File: src/rtl/spi_master_param.sv
// rtl/spi_master_param.sv - parametrised full-duplex SPI master
//
// Purpose: shifts one W-bit frame out on MOSI while sampling MISO, with
// runtime-selectable SPI mode and bit order, one-hot active-low slave selects,
// abort, and a done/busy handshake. Every output comes straight from a flop.
//
// Ports:
//   clk        system clock, rising edge
//   clr        asynchronous active-low reset
//   st         start request (ignored while busy)
//   abort      drop the running frame (LEAD/XFER/TRAIL only)
//   mode       {CPOL,CPHA}, latched at start
//   lsb_first  1 = LSB shifted first, latched at start
//   ss_sel     slave index, latched at start
//   DI         transmit word, latched at start
//   MISO       serial data from slave
//   DO         last completed received word
//   busy       frame in progress
//   done       one-cycle completion pulse
//   LOAD       frame envelope (LEAD, XFER, TRAIL)
//   SCLK       serial clock
//   MOSI       serial data to slave
//   SS_N       active-low slave selects, at most one low
module spi_master_param #(
  parameter int W    = 15,
  parameter int DIV  = 4,
  parameter int N_SS = 4,
  parameter int SSW  = 2
) (
  input  logic            clk,
  input  logic            clr,
  input  logic            st,
  input  logic            abort,
  input  logic [1:0]      mode,
  input  logic            lsb_first,
  input  logic [SSW-1:0]  ss_sel,
  input  logic [W-1:0]    DI,
  input  logic            MISO,
  output logic [W-1:0]    DO,
  output logic            busy,
  output logic            done,
  output logic            LOAD,
  output logic            SCLK,
  output logic            MOSI,
  output logic [N_SS-1:0] SS_N
);
  localparam int CW = (DIV > 1) ? $clog2(DIV) : 1;
  localparam int EW = $clog2(2 * W + 1);

  typedef enum logic [2:0] {S_IDLE, S_LEAD, S_XFER, S_TRAIL, S_DONE} state_t;

  state_t          state_q, state_d;
  logic [CW-1:0]   cnt_q, cnt_d;
  logic [EW-1:0]   ecnt_q, ecnt_d;
  logic [W-1:0]    tx_q, tx_d;
  logic [W-1:0]    rx_q, rx_d;
  logic [W-1:0]    do_q, do_d;
  logic            cpol_q, cpol_d;
  logic            cpha_q, cpha_d;
  logic            lsb_q, lsb_d;
  logic            busy_q, busy_d;
  logic            done_q, done_d;
  logic            load_q, load_d;
  logic            sclk_q, sclk_d;
  logic            mosi_q, mosi_d;
  logic [N_SS-1:0] ss_n_q, ss_n_d;

  logic          half_end, in_frame, odd_edge, do_sample, do_shift;
  logic [EW-1:0] ecnt_n;

  function automatic logic head_bit(input logic [W-1:0] v, input logic lsb);
    return lsb ? v[0] : v[W-1];
  endfunction

  function automatic logic [W-1:0] shift_tx(input logic [W-1:0] v, input logic lsb);
    return lsb ? (v >> 1) : (v << 1);
  endfunction

  // An index with no matching line leaves every select high.
  function automatic logic [N_SS-1:0] ss_decode(input logic [SSW-1:0] idx);
    logic [N_SS-1:0] r;
    r = '1;
    for (int i = 0; i < N_SS; i++)
      if (int'(idx) == i) r[i] = 1'b0;
    return r;
  endfunction

  assign half_end = (cnt_q == CW'(DIV - 1));
  assign in_frame = (state_q == S_LEAD) || (state_q == S_XFER) || (state_q == S_TRAIL);
  assign ecnt_n   = ecnt_q + EW'(1);
  assign odd_edge = ecnt_n[0];
  // CPHA=0 samples on odd edges and shifts on even ones (except the last);
  // CPHA=1 shifts on odd edges and samples on even ones.
  assign do_sample = cpha_q ? ~odd_edge : odd_edge;
  assign do_shift  = cpha_q ? odd_edge : (~odd_edge && (ecnt_n != EW'(2 * W)));

  always_comb begin
    state_d = state_q;
    cnt_d   = cnt_q;
    ecnt_d  = ecnt_q;
    tx_d    = tx_q;
    rx_d    = rx_q;
    do_d    = do_q;
    cpol_d  = cpol_q;
    cpha_d  = cpha_q;
    lsb_d   = lsb_q;
    busy_d  = busy_q;
    done_d  = 1'b0;
    load_d  = load_q;
    sclk_d  = sclk_q;
    mosi_d  = mosi_q;
    ss_n_d  = ss_n_q;

    if (in_frame) cnt_d = half_end ? '0 : cnt_q + CW'(1);

    if (st && ((state_q == S_IDLE) || (state_q == S_DONE))) begin
      state_d = S_LEAD;
      cnt_d   = '0;
      ecnt_d  = '0;
      cpol_d  = mode[1];
      cpha_d  = mode[0];
      lsb_d   = lsb_first;
      rx_d    = '0;
      busy_d  = 1'b1;
      load_d  = 1'b1;
      sclk_d  = mode[1];
      ss_n_d  = ss_decode(ss_sel);
      // CPHA=0 needs the first bit valid before the first (sampling) edge.
      if (!mode[0]) begin
        mosi_d = head_bit(DI, lsb_first);
        tx_d   = shift_tx(DI, lsb_first);
      end else begin
        tx_d = DI;
      end
    end else if (abort && in_frame) begin
      state_d = S_IDLE;
      cnt_d   = '0;
      ecnt_d  = '0;
      busy_d  = 1'b0;
      load_d  = 1'b0;
      sclk_d  = cpol_q;
      ss_n_d  = '1;
    end else begin
      case (state_q)
        S_LEAD: if (half_end) state_d = S_XFER;
        S_XFER: begin
          if (half_end) begin
            sclk_d = ~sclk_q;
            ecnt_d = ecnt_n;
            if (do_sample) rx_d = lsb_q ? {MISO, rx_q[W-1:1]} : {rx_q[W-2:0], MISO};
            if (do_shift) begin
              mosi_d = head_bit(tx_q, lsb_q);
              tx_d   = shift_tx(tx_q, lsb_q);
            end
            if (ecnt_n == EW'(2 * W)) state_d = S_TRAIL;
          end
        end
        S_TRAIL: begin
          if (half_end) begin
            state_d = S_DONE;
            do_d    = rx_q;
            done_d  = 1'b1;
            busy_d  = 1'b0;
            load_d  = 1'b0;
            ss_n_d  = '1;
          end
        end
        S_DONE: state_d = S_IDLE;
        default: begin
          busy_d = 1'b0;
          load_d = 1'b0;
          ss_n_d = '1;
          sclk_d = cpol_q;
        end
      endcase
    end
  end

  always_ff @(posedge clk or negedge clr) begin
    if (!clr) begin
      state_q <= S_IDLE;
      cnt_q   <= '0;
      ecnt_q  <= '0;
      tx_q    <= '0;
      rx_q    <= '0;
      do_q    <= '0;
      cpol_q  <= 1'b0;
      cpha_q  <= 1'b0;
      lsb_q   <= 1'b0;
      busy_q  <= 1'b0;
      done_q  <= 1'b0;
      load_q  <= 1'b0;
      sclk_q  <= 1'b0;
      mosi_q  <= 1'b0;
      ss_n_q  <= '1;
    end else begin
      state_q <= state_d;
      cnt_q   <= cnt_d;
      ecnt_q  <= ecnt_d;
      tx_q    <= tx_d;
      rx_q    <= rx_d;
      do_q    <= do_d;
      cpol_q  <= cpol_d;
      cpha_q  <= cpha_d;
      lsb_q   <= lsb_d;
      busy_q  <= busy_d;
      done_q  <= done_d;
      load_q  <= load_d;
      sclk_q  <= sclk_d;
      mosi_q  <= mosi_d;
      ss_n_q  <= ss_n_d;
    end
  end

  assign DO   = do_q;
  assign busy = busy_q;
  assign done = done_q;
  assign LOAD = load_q;
  assign SCLK = sclk_q;
  assign MOSI = mosi_q;
  assign SS_N = ss_n_q;

endmodule

File: config.mk
export PLATFORM = sky130hd
export DESIGN_NAME = spi_master_param
export DESIGN_NICKNAME = d
export VERILOG_FILES = /design/src/rtl/spi_master_param.sv
export SDC_FILE = /design/constraint.sdc
export NUM_CORES = 1
export LEC_CHECK = 0
export ABC_AREA = 1
export BUFFER_PORTS_ARGS = -buffer_cell sky130_fd_sc_hd__clkbuf_2
export CELL_PAD_IN_SITES_DETAIL_PLACEMENT = 1
export CELL_PAD_IN_SITES_GLOBAL_PLACEMENT = 2
export CORE_MARGIN = 10
export CORE_UTILIZATION = 37
export CTS_BUF_LIST = sky130_fd_sc_hd__clkbuf_8
export CTS_CLUSTER_DIAMETER = 30
export CTS_CLUSTER_SIZE = 10
export DETAILED_ROUTE_END_ITERATION = 8
export PLACE_DENSITY = 0.91
export SLEW_MARGIN = 20
export SYNTH_ARGS = -nofsm -noshare
export SYNTH_HDL_FRONTEND = slang
export SYNTH_SLANG_ARGS = --single-unit
File: constraint.sdc
create_clock -name clk -period 4.4 [get_ports clk]
set_clock_uncertainty 0.2 [all_clocks]
set_input_delay 0.66 -clock clk [delete_from_list [all_inputs] [get_ports clk]]
set_output_delay 0.66 -clock clk [all_outputs]
set_load 0.02 [all_outputs]
Yosys cells after proc, flatten, opt, wreduce, memory -nomap -nowiden:

Cells that the tools add are included.

* add/sub/neg operators: 2
* equal/unequal tests: 18
* bitwise operators: 4
* muxes and demuxes: 59
* reduce and logical (&&, ||, !) cells: 26

Operator list (count)
* 2-to-1 mux 15 bit: 14
* 2-to-1 mux 1 bit: 24
* 2-to-1 mux 5 bit: 4
* 2-to-1 mux 3 bit: 6
* 2-to-1 mux 4 bit: 3
* inequality test 4 x 2 -> 1 bit, second input constant: 3
* case mux 3 bit (4 select lines): 1
* AND reduction 4 bit: 3
* AND reduction 5 bit: 2
* nonzero test 3 bit: 3
* 2-to-1 mux 2 bit: 4
* case mux 4 bit (2 select lines): 1
* nonzero test 2 bit: 4
* == test 2 bit, second input constant: 3
* == test 3 x 2 -> 1 bit, second input constant: 2
* inequality test 3 x 1 -> 1 bit, second input constant: 2
* AND reduction 2 bit: 3
* nonzero test 6 bit: 1
* OR reduction 3 bit: 2
* adder 5 x 1 -> 5 bit, second input constant: 1
* == test 5 bit, second input constant: 1
* inequality test 5 bit, second input constant: 1
* inequality test 2 bit, second input constant: 2
* inequality test 4 x 1 -> 1 bit, second input constant: 1
* other kinds (10): 18

* output and inout bits: 24
* register bits: 66
* input port bits: 25
* word-level logic and storage cells: 123

Logic depth before layout (Yosys ltp):

Gate-level depths: netlist (run 1).

* word-level depth: 9
* depth in mapped cells: 12
* mapped depth without buffers: 11

Least setup slack after synthesis (run 1):

OpenSTA, ideal clock, no wires.

* path type: register to register
* start point: register ecnt_q[0]
* end point: register tx_q[10]
* required time: 4.084 ns
* stages on the path, launching flop included: 12
* buffers on the path: 2
* data arrival time: 1.484 ns
* period minus slack after synthesis: 1.800 ns
* path slack: 2.600 ns
* setup time: 0.116 ns
* cells stage by stage: dfrtp_1 ha_1 nand2_1 nand3_1 nor2_1 nand3_1 nand2_1 nand2_2 buf_6 buf_6 nand2_1 nand2_1

* word-level cells in the longest chain between the ends: 6
* elaborated cells between the ends (all ways): 7
* those cells by class: add/sub (1); eq/ne (1); mux (1); bitwise (1); reduce/logical (3)

Ends and longest elaborated chain
* start, declared: line 54 `logic [EW-1:0] ecnt_q, ecnt_d;`
* start signal, assigned: line 199 `ecnt_q <= ecnt_d;`
* adder 5 x 1 -> 5 bit *: line 90 `assign ecnt_n = ecnt_q + EW'(1);`
* inequality test 5 bit or NOT 1 bit (tied branches): line 95 `assign do_shift = cpha_q ? odd_edge : (~odd_edge && (ecnt_n != EW'(2 * W)));`
* logical AND 1 bit: line 95
* 2-to-1 mux 1 bit *: line 95
* nonzero test 2 bit (no source line) *
* AND reduction 4 bit (no source line) *
* end signal, assigned: line 200 `tx_q <= tx_d;`
* end, declared: line 55 `logic [W-1:0] tx_q, tx_d;`

Every way passes the cells marked *; elsewhere a longest branch is shown, timed or not.
A chain may end at the register's enable or synchronous reset.

Final worst setup path (run 1):

* start point: register state_q[1]
* end point: register rx_q[6]

* word-level cells in the longest chain between the ends: 6
* elaborated cells between the ends (all ways): 16
* those cells by class: eq/ne (5); mux (1); reduce/logical (10)

Ends and longest elaborated chain
* start, declared: line 52 `state_t state_q, state_d;`
* start signal, assigned: line 197 `state_q <= state_d;`
* == test 3 x 1 -> 1 bit or == test 3 x 2 -> 1 bit (tied branches): line 89, 144
* logical OR 1 bit (2 in series): line 89 `assign in_frame = (state_q == S_LEAD) || (state_q == S_XFER) || (state_q == S_TRAIL);`
* logical AND 1 bit: line 135 `end else if (abort && in_frame) begin`
* inequality test 2 bit (no source line)
* AND reduction 4 bit (no source line)
* end signal, assigned: line 201 `rx_q <= rx_d;`
* end, declared: line 56 `logic [W-1:0] rx_q, rx_d;`

Parallel ways exist; a longest one is shown, timed or not.

==> flow_summary.yaml, run 1 <==
cts:
  cts_htree_levels: 3
  clock_sinks: 66
  cts_hold_buf: 0
  cts_tree: "built"
  clock_latency_ps: 350
  clock_path_buffers: 2
  cts.clk_slew.worst_paths_ps: 80
  postCtsSetupRepairBufs: 0
  clock-root-buffer: "clkbuf_8"
  cts-resized-gates: 0
  cts_made_buffers: 9
detailed_routing:
  wl_per_cell_um: 14.7
  wirelength_um: 9210
  first_pass_iters: 4
  drc_errors: 0
  ant_nets: 0
  vias: 3151
  drt_iter0_drc: 139
  via_per_inst: 5.04
layout:
  drive_above_1_share_pct: 17.5
  nNetsFinal: 519
  area_delta_synth_final_pct: 13.7
  final_common_cell: "nand2_1"
  fillerInstances: 1168
  final_cell_mix: "129 x nand2_1, 62 x dfrtp_1, 48 x inv_1, 48 x o21ai_0, 47 x clkbuf_2"
  utilization_pct: 43.1
  antenna_cells: 0
  final_cell_area_um2: 3990
global_route:
  grt_overflow: 0
  grt.met2_usage_pct: 21.7
  grt_use_met3_pct: 3.31
  grt_max_degree: 44
  antenna_found_initial: 0
  grt_busiest_layer: "met2"
  grt_pass1_wl_um: 15600
  grt_pass1_vias: 3252
  track_usage_pct: 13.3
  grtUsageMet1_pct: 16.4
logic_synthesis:
  synth_nets: 480
  syn-cell-area_um2: 3500
  ys_ff_latch: 66
  synth_seq_area_share_pct: 47.3
  synth_flop_cell: "dfrtp_1"
  synth_edf_count: 0
  yosys_warnings: 0
  synthArstFlopShare_pct: 100
  synth.avg_cell_area_um2: 7.75
  synth_cell_types: 36
  synth_cells: 452
sta:
  post-route-min-period_ps: 2500
  max-slew-margin-rel_pct: 41.1
  finalCritPeriodShare_pct: 56.9
  setup_viol_count_final: 0
  hold_violations: 0
  fmax_mhz: 399
  rsz0062_at_grt: "no"
  drv_slew: 0
  worstMarginPinSlew_ps: 882
  fin_tns_setup_ps: 0
place:
  place.gp.congestion: 0.802
  io_buffers: 48
  placed_cell_area_um2: 3780
  dp_hpwl_um: 6560
hold_path:
  hold_class: "primary input to asynchronous set/reset pin"
status:
  status: "complete, no violations"
floorplan:
  start_util_pct: 37.9
  die_height_um: 117
  ios: 49
  core_um2: 9240
  dieArea_um2: 13800
  core.rowCount: 35
  fp.dieW_um: 117
worst_setup_path:
  crit_arrival_ps: 2520
  end_kind: "flip-flop"
  path_class: "flip-flop to flip-flop"
  r2r_slack_ps: 1900
  r2r-end: "rx_q[6]$_DFFE_PN0P_"
  rr_startpoint: "state_q[1]$_DFFE_PN0P_"
  worst_ep_required_time_ps: 4410
  crit_fanout: 38
  setup.worst_path.start_class: "flip-flop"
  reg2reg_depth: 5
power_and_ir_drop:
  max-vdd-ir-drop_uv: 123
  cellPowerDensity_nw_per_um2: 298
  p_leak_nw: 1.98
job:
  maxCapViolations: 0
-- cell families after synthesis --
group / after synthesis / synth area share, %
flops: 66 / 47.3
fa+ha+maj: 3 / 1.07
simple gates: 197 / 23.1
compound gates: 109 / 18.2
buf+inv: 74 / 9.60
xor+xnor: 3 / 0.750
-- critical path, stage by stage, from the launching register on --
cell     delay (ps)
dfrtp_1         470
nor2_2          240
nand2_2         470
inv_2           450
o21a_2          390
o22ai_1         120
-- sequential cells by signal (all words and copies together) (netlist names) --
name and flops:
DO 15, LOAD 1, MOSI 1, SCLK 1, SS_N 4, cnt_q 2, cpha_q 1, cpol_q 1
done 1, ecnt_q 5, lsb_q 1, rx_q 15, state_q 3, tx_q 15
-- final cells by class --
| cell class | count | area [µm²] | share of cell area, % |
|---|---|---|---|
| Tap cell | 129 | 161 | 4.05 |
| Inverter | 52 | 195 | 4.90 |
| Sequential cell | 66 | 1660 | 41.6 |
| Clock inverter | 5 | 53.8 | 1.35 |
| Clock buffer | 11 | 151 | 3.80 |
| Multi-Input combinational cell | 312 | 1510 | 37.9 |
| Timing Repair Buffer | 50 | 255 | 6.41 |
-- power by group --
| part | internal [mW] | total (mW) | switching, mW |
|---|---|---|---|
| combinational | 0.0145 | 0.0495 | 0.0350 |
| sequential | 0.607 | 0.608 | 0.000808 |
| clock | 0.289 | 0.529 | 0.239 |
| total | 0.911 | 1.19 | 0.275 |
-- cell usage after synthesis (5+ instances only) --
cell type / instances / area share [%]
a21oi_1: 10 / 1.4
inv_1: 47 / 5.0
nor2_1: 34 / 3.6
buf_2: 5 / 0.71
buf_6: 6 / 1.9
a31oi_1: 10 / 1.8
clkbuf_1: 9 / 0.96
o22ai_1: 23 / 4.1
dfrtp_1: 62 / 44
nor3_1: 8 / 1.1
nand2_1: 129 / 14
nand3_1: 14 / 2.0
nand2_2: 5 / 0.89
o21ai_0: 48 / 6.9
-- worst max path at each step --
| stage | from | endpoint | cells after the start |
|---|---|---|---|
| floorplan | ecnt_q[0]$_DFFE_PN0P_ | tx_q[10]$_DFFE_PN0P_ | 11 |
| global placement | state_q[1]$_DFFE_PN0P_ | rx_q[4]$_DFFE_PN0P_ | 5 |
| detailed placement | st | tx_q[2]$_DFFE_PN0P_ | 6 |
| CTS | state_q[1]$_DFFE_PN0P_ | rx_q[6]$_DFFE_PN0P_ | 5 |
| global route | state_q[1]$_DFFE_PN0P_ | rx_q[3]$_DFFE_PN0P_ | 5 |
| finish | state_q[1]$_DFFE_PN0P_ | rx_q[6]$_DFFE_PN0P_ | 5 |
-- routing by layer --
layer  vias to the layer above  wire length (µm)
met5                         -                 0
met4                         0               111
met3                        11               351
met2                        46              4450
met1                      1534              4300
li1                       1560                 -
-- through the flow --
| step | worst slack, ps | cells | hold slack (ps) | power (mW) |
|---|---|---|---|---|
| after floorplan | 2600 | 452 | 164 | 0.637 |
| after global placement | 1950 | 609 | 260 | 0.669 |
| after detailed placement | 1890 | 609 | 272 | 0.670 |
| after CTS | 1890 | 625 | 261 | 1.20 |
| after global routing | 1720 | 625 | 312 | 1.24 |
| final | 1900 | 625 | 224 | 1.19 |
(Power assumes the default switching activity.)
==> run 2: changes to the inputs <==
Settings changed: CORE_UTILIZATION 37 to 34, PLACE_DENSITY 0.91 to 0.85.
Clock period 4.4 ns to 2.6 ns, I/O delays scaled along.
==> run 2 against run 1 <==
  * Setup slack worse by 1400 ps
  * Clock power is 56% higher
  * Count of clock-buffer cells in the layout is 2 lower
  * Fmax is 22% higher
  * Non-clock buffer count is 5 higher
  * Combinational power is 83% higher
  * Sequential power is 69% higher
  * Global-route usage hardly changed
  * Utilization is 3.6 points lower
  * Flip-flop and latch count stayed put
  * Power is 64% higher
  * Critical endpoint is now tx_q[9]$_DFFE_PN0P_
  * Largest cell class unchanged
==> flow_summary.yaml, run 2 (synthesis gave the netlist of run 1 again) <==
detailed_routing:
  via_per_inst: 4.96
  wirelength_um: 9330
  first_pass_iters: 5
  ant_nets: 0
  wl_per_cell_um: 14.7
  drc_errors: 0
  vias: 3161
  drt_iter0_drc: 193
floorplan:
  dieArea_um2: 14800
  start_util_pct: 34.4
  die_height_um: 122
  core.rowCount: 37
  ios: 49
  fp.dieW_um: 122
  core_um2: 10200
place:
  placed_cell_area_um2: 3830
  pre_cts_ws_ps: 399
  dp_hpwl_um: 6790
  io_buffers: 48
  place.gp.congestion: 0.774
cts:
  postCtsSetupRepairBufs: 0
  cts-resized-gates: 0
  cts_tree: "built"
  cts_hold_buf: 1
  clock_sinks: 66
  cts_htree_levels: 3
  cts.clk_slew.worst_paths_ps: 70
  clock_latency_ps: 340
  clock-root-buffer: "clkbuf_8"
  cts_made_buffers: 9
  clock_path_buffers: 2
sta:
  drv_slew: 0
  setup_viol_count_final: 0
  fin_tns_setup_ps: 0
  rsz0062_at_grt: "no"
  max-slew-margin-rel_pct: 65.9
  fmax_mhz: 485
  fin_ws_ps: 540
  post-route-min-period_ps: 2060
  hold_violations: 0
  finalCritPeriodShare_pct: 79.2
  worstMarginPinSlew_ps: 511
layout:
  antenna_cells: 0
  fillerInstances: 1279
  final_cell_area_um2: 4030
  utilization_pct: 39.5
  area_delta_synth_final_pct: 14.9
  final_common_cell: "nand2_1"
  final_cell_mix: "129 x nand2_1, 62 x dfrtp_1, 48 x inv_1, 48 x o21ai_0, 47 x clkbuf_2"
  nNetsFinal: 524
  seq_area_um2: 1660
  multiInputGateArea_um2: 1510
  drive_above_1_share_pct: 18.2
global_route:
  grt_overflow: 0
  grt_pass1_vias: 3272
  grt_pass1_wl_um: 16200
  grt_max_degree: 44
  antenna_found_initial: 0
  track_usage_pct: 13.2
worst_setup_path:
  setup.worst_path.start_class: "flip-flop"
  cp.depth: 8
  end_kind: "flip-flop"
  max_stage_delay_ps: 470
  crit_fanout: 15
  worst_ep_required_time_ps: 2630
  crit_arrival_ps: 2090
  cp.buffers_inverters: 1
  cp_top_family: "simple AND/OR/NAND/NOR gates"
  reg2reg_depth: 8
  path_class: "flip-flop to flip-flop"
  cp_common_cell: "nand2_1"
  crit_chain: "nor2_2 > nand2_2 > inv_2 > o21ai_0 > nor2_1 > a31oi_1 > nand2_1 > nand2_1"
  crit_slowest_cell: "dfrtp_1"
hold_path:
  hold_class: "primary input to flip-flop"
  hold_depth: 3
status:
  status: "complete, no violations"
power_and_ir_drop:
  max-vdd-ir-drop_uv: 198
  cellPowerDensity_nw_per_um2: 482
  p_leak_nw: 2.01
job:
  maxCapViolations: 0
-- run 2: cell count changes in the layout (fill, tap and decap cells not counted), sizes merged --
| cell | before | now |
|---|---|---|
| clkbuf | 58 | 56 |
| buf | 3 | 7 |
| clkinv | 2 | 5 |
| dlygate4sd3 | 0 | 1 |
| clkinvlp | 2 | 1 |
-- run 2: stage by stage --
step	total power, mW	hold slack (ps)	instances
after floorplan	1.08	-106	452
after global placement	1.14	184	620
after detailed placement	1.14	191	620
after CTS	1.97	126	637
after global routing	2.03	154	637
final	1.94	140	637
-- run 2: final timing paths --
kind	endpoint	from	slack, ps
worst max-delay path	tx_q[9]$_DFFE_PN0P_	state_q[1]$_DFFE_PN0P_	540
worst min-delay path	SS_N[0]$_DFFE_PN1P_	ss_sel[1]	140
worst max register to register	tx_q[9]$_DFFE_PN0P_	state_q[1]$_DFFE_PN0P_	540
worst min register to register	MOSI$_DFFE_PN0P_	MOSI$_DFFE_PN0P_	280
max in group asynchronous	SS_N[3]$_DFFE_PN1P_	clr	1220
min in group asynchronous	DO[5]$_DFFE_PN0P_	clr	360
-- run 2: per-layer routing --
layer	wire, µm	GRT usage [%]
met1	4560	17.5
met2	4320	21.0
met3	400	3.35
met4	57	3.58
met5	0	0
-- run 2: tightest hold or removal path, cell delays in order --
cell and delay (ps):
clkbuf_2 100, nor3_1 50, nor2_1 90
-- run 2: final cells by class --
cell class	instances	share of cell area (%)
Inverter	52	4.85
Tap cell	136	4.23
Clock buffer	9	3.08
Multi-Input combinational cell	312	37.5
Clock inverter	7	1.52
Sequential cell	66	41.1
Timing Repair Buffer	55	7.64
-- run 2: report_power, final --
group,switching (mW),total [mW],internal (mW)
combinational,0.0620,0.0906,0.0286
clock,0.391,0.824,0.432
sequential,0.00123,1.03,1.03
total,0.454,1.94,1.49
==> run 3: changes to the inputs <==
Settings changed: ABC_AREA 1 to 0, CORE_UTILIZATION 34 to 39, PLACE_DENSITY 0.85 to 0.87.
Clock period 2.6 ns to 2.1 ns, I/O delays scaled along.
==> run 3 against run 2 <==
  * Die area shrank 8.6%
  * Synthesized cell count shrank 25%
  * Sequential share of layout area shrank 3.4 points
  * Critical path type unchanged
  * Utilization grew 8.7 points
  * Cell count shrank 18%
  * Critical path depth shrank 2
==> flow_summary.yaml, run 3 <==
logic_synthesis:
  synth.area.top_cells: "dfrtp_1 43%, mux2i_1 12%, mux2_2 6.6%"
  synth_most_common_cell: "dfrtp_1"
  synth.area.mux_share_pct: 22.4
  syn-cell-area_um2: 3610
  synth_nets: 366
  synth_compound_area_share_pct: 13.9
  synthSimpleGateAreaFrac_pct: 12.3
  synth_common_cells: "62 x dfrtp_1, 48 x nand2_1, 42 x mux2i_1, 34 x o21ai_0, 21 x mux2_2"
  synth_cell_types: 51
  synthArstFlopShare_pct: 100
  ys_ff_latch: 66
  synth_flop_cell: "dfrtp_1"
  synth_top_family_by_area: "multiplexers"
  synth_cells: 338
  synth-xor-area-share_pct: 0.971
  synth_edf_count: 0
  yosys.area.top_type: "dfrtp_1"
  synth.avg_cell_area_um2: 10.7
  synth_seq_area_share_pct: 45.9
  synth_top_area_share_pct: 43.0
  synthAdderAreaFrac_pct: 1.04
  yosys_warnings: 0
sta:
  worstMarginPinSlew_ps: 519
  fmax_mhz: 488
  fin_hold_ws_ps: 98.3
  setup_viol_count_final: 0
  max-slew-margin-rel_pct: 65.4
  post-route-min-period_ps: 2050
  drv_slew: 0
  finalCritPeriodShare_pct: 97.6
  fin_tns_setup_ps: 0
  hold_violations: 0
power_and_ir_drop:
  cellPowerDensity_nw_per_um2: 581
  p_sw_share_pct: 26.1
  p_int_mw: 1.88
  pwr-share-clk_pct: 37.8
  p_switching_mw: 0.667
  max-vdd-ir-drop_uv: 362
  p_leak_nw: 2.07
  p_seq_share_pct: 52.1
  combPwrFrac_pct: 10.1
layout:
  final_cell_mix: "60 x dfrtp_1, 48 x nand2_1, 47 x clkbuf_2"
  final_common_cell: "dfrtp_1"
  utilization_pct: 48.2
  area_delta_synth_final_pct: 21.7
  drive_above_1_share_pct: 35.0
  antenna_cells: 0
  nNetsFinal: 437
  final_cell_area_um2: 4390
floorplan:
  ios: 49
  fp.dieW_um: 116
  start_util_pct: 39.6
  die_height_um: 116
  core.rowCount: 35
  dieArea_um2: 13500
  core_um2: 9110
global_route:
  grt_overflow: 0
  antenna_found_initial: 0
  grt_max_degree: 33
  track_usage_pct: 14.1
  grt_pass1_wl_um: 15500
  grt_pass1_vias: 3160
cts:
  cts_made_buffers: 9
  cts.clk_slew.worst_paths_ps: 80
  cts_htree_levels: 3
  clock_path_buffers: 2
  clock-root-buffer: "clkbuf_8"
  cts_tree: "built"
  clock_latency_ps: 340
  clock_sinks: 66
place:
  placed_cell_area_um2: 4080
  io_buffers: 48
  dp_hpwl_um: 6440
  place.gp.congestion: 0.827
detailed_routing:
  first_pass_iters: 4
  wl_per_cell_um: 17.6
  vias: 2832
  ant_nets: 0
  drc_errors: 0
  wirelength_um: 9260
  drt_iter0_drc: 79
  via_per_inst: 5.39
hold_path:
  hold_depth: 3
  hold_class: "primary input to flip-flop"
worst_setup_path:
  crit_arrival_ps: 2070
  path_class: "flip-flop to flip-flop"
  reg2reg_depth: 6
  setup.worst_path.start_class: "flip-flop"
  r2r_slack_ps: 50
  crit_fanout: 8
  worst_ep_required_time_ps: 2120
  end_kind: "flip-flop"
status:
  status: "complete, no violations"
job:
  maxCapViolations: 0
-- run 3: final timing paths --
| path | from | end |
|---|---|---|
| worst min-delay path | MISO | rx_q[0]$_DFFE_PN0P_ |
| min in group asynchronous | clr | tx_q[12]$_DFFE_PN0P_ |
| worst max register to register | state_q[2]$_DFFE_PN0P_ | tx_q[1]$_DFFE_PN0P_ |
| max in group asynchronous | clr | rx_q[3]$_DFFE_PN0P_ |
| worst max-delay path | state_q[2]$_DFFE_PN0P_ | tx_q[1]$_DFFE_PN0P_ |
| worst min register to register | cpol_q$_DFFE_PN0N_ | cpol_q$_DFFE_PN0N_ |
-- run 3: worst max-delay path: stages, from the launching register on --
cell	delay, ps
dfrtp_1	400
nand2b_4	170
or3b_4	410
a21oi_4	180
nand2_4	110
buf_12	170
mux2_4	290
-- run 3: cell type report --
type | instances | area, µm²
tap | 111 | 139
timing repair buffer | 82 | 556
clock buffer | 10 | 138
sequential | 66 | 1660
clock inverter | 6 | 43.8
multi-input combinational | 246 | 1840
fill | 1011 | 4720
inverter | 4 | 15.0
-- run 3: layer usage --
| layer | global-route usage [%] | wire length (µm) |
|---|---|---|
| met5 | 0 | 0 |
| met4 | 3.59 | 101 |
| met3 | 3.70 | 269 |
| met2 | 25.1 | 4940 |
| met1 | 16.5 | 3950 |
-- run 3: kinds of logic (layout without fill, tap and decap cells) --
kind of cell	count (synthesis)	after routing
buffers and inverters	26	102
AO/OA/AOI/OAI	77	77
XOR/XNOR	4	4
flip-flops	66	66
AND/OR/NAND/NOR	89	89
multiplexers	73	73
adder cells (fa/ha/maj)	3	3
-- run 3: per-stage QoR --
| step | cells | setup slack, ps | total power [mW] |
|---|---|---|---|
| CTS | 521 | 11.8 | 2.57 |
| global route | 525 | -13.8 | 2.68 |
| finish | 525 | 50.0 | 2.55 |
| floorplan | 338 | 73.8 | 1.49 |
| detailed placement | 497 | -8.48 | 1.60 |
| global placement | 497 | 55.8 | 1.59 |
-- run 3: power groups by stage --
| stage | Combinational (mW) | Clock (mW) | Sequential [mW] |
|---|---|---|---|
| 4_1_cts | 0.255 | 0.988 | 1.33 |
| 3_5_place_dp | 0.246 | 0 | 1.35 |
| 3_3_place_gp | 0.237 | 0 | 1.35 |
| 6_report | 0.259 | 0.964 | 1.33 |
| 5_1_grt | 0.291 | 1.06 | 1.33 |
| 2_1_floorplan | 0.141 | 0 | 1.35 |
-- run 3: timing repair --
item                                    4_1_cts  5_1_grt
endpoints found under the setup margin        5       19
pin swaps                                     1        2
buffers inserted                              4        4
endpoints found under the hold margin        16        0
hold buffers                                  4        0
gates resized for setup                       0        5
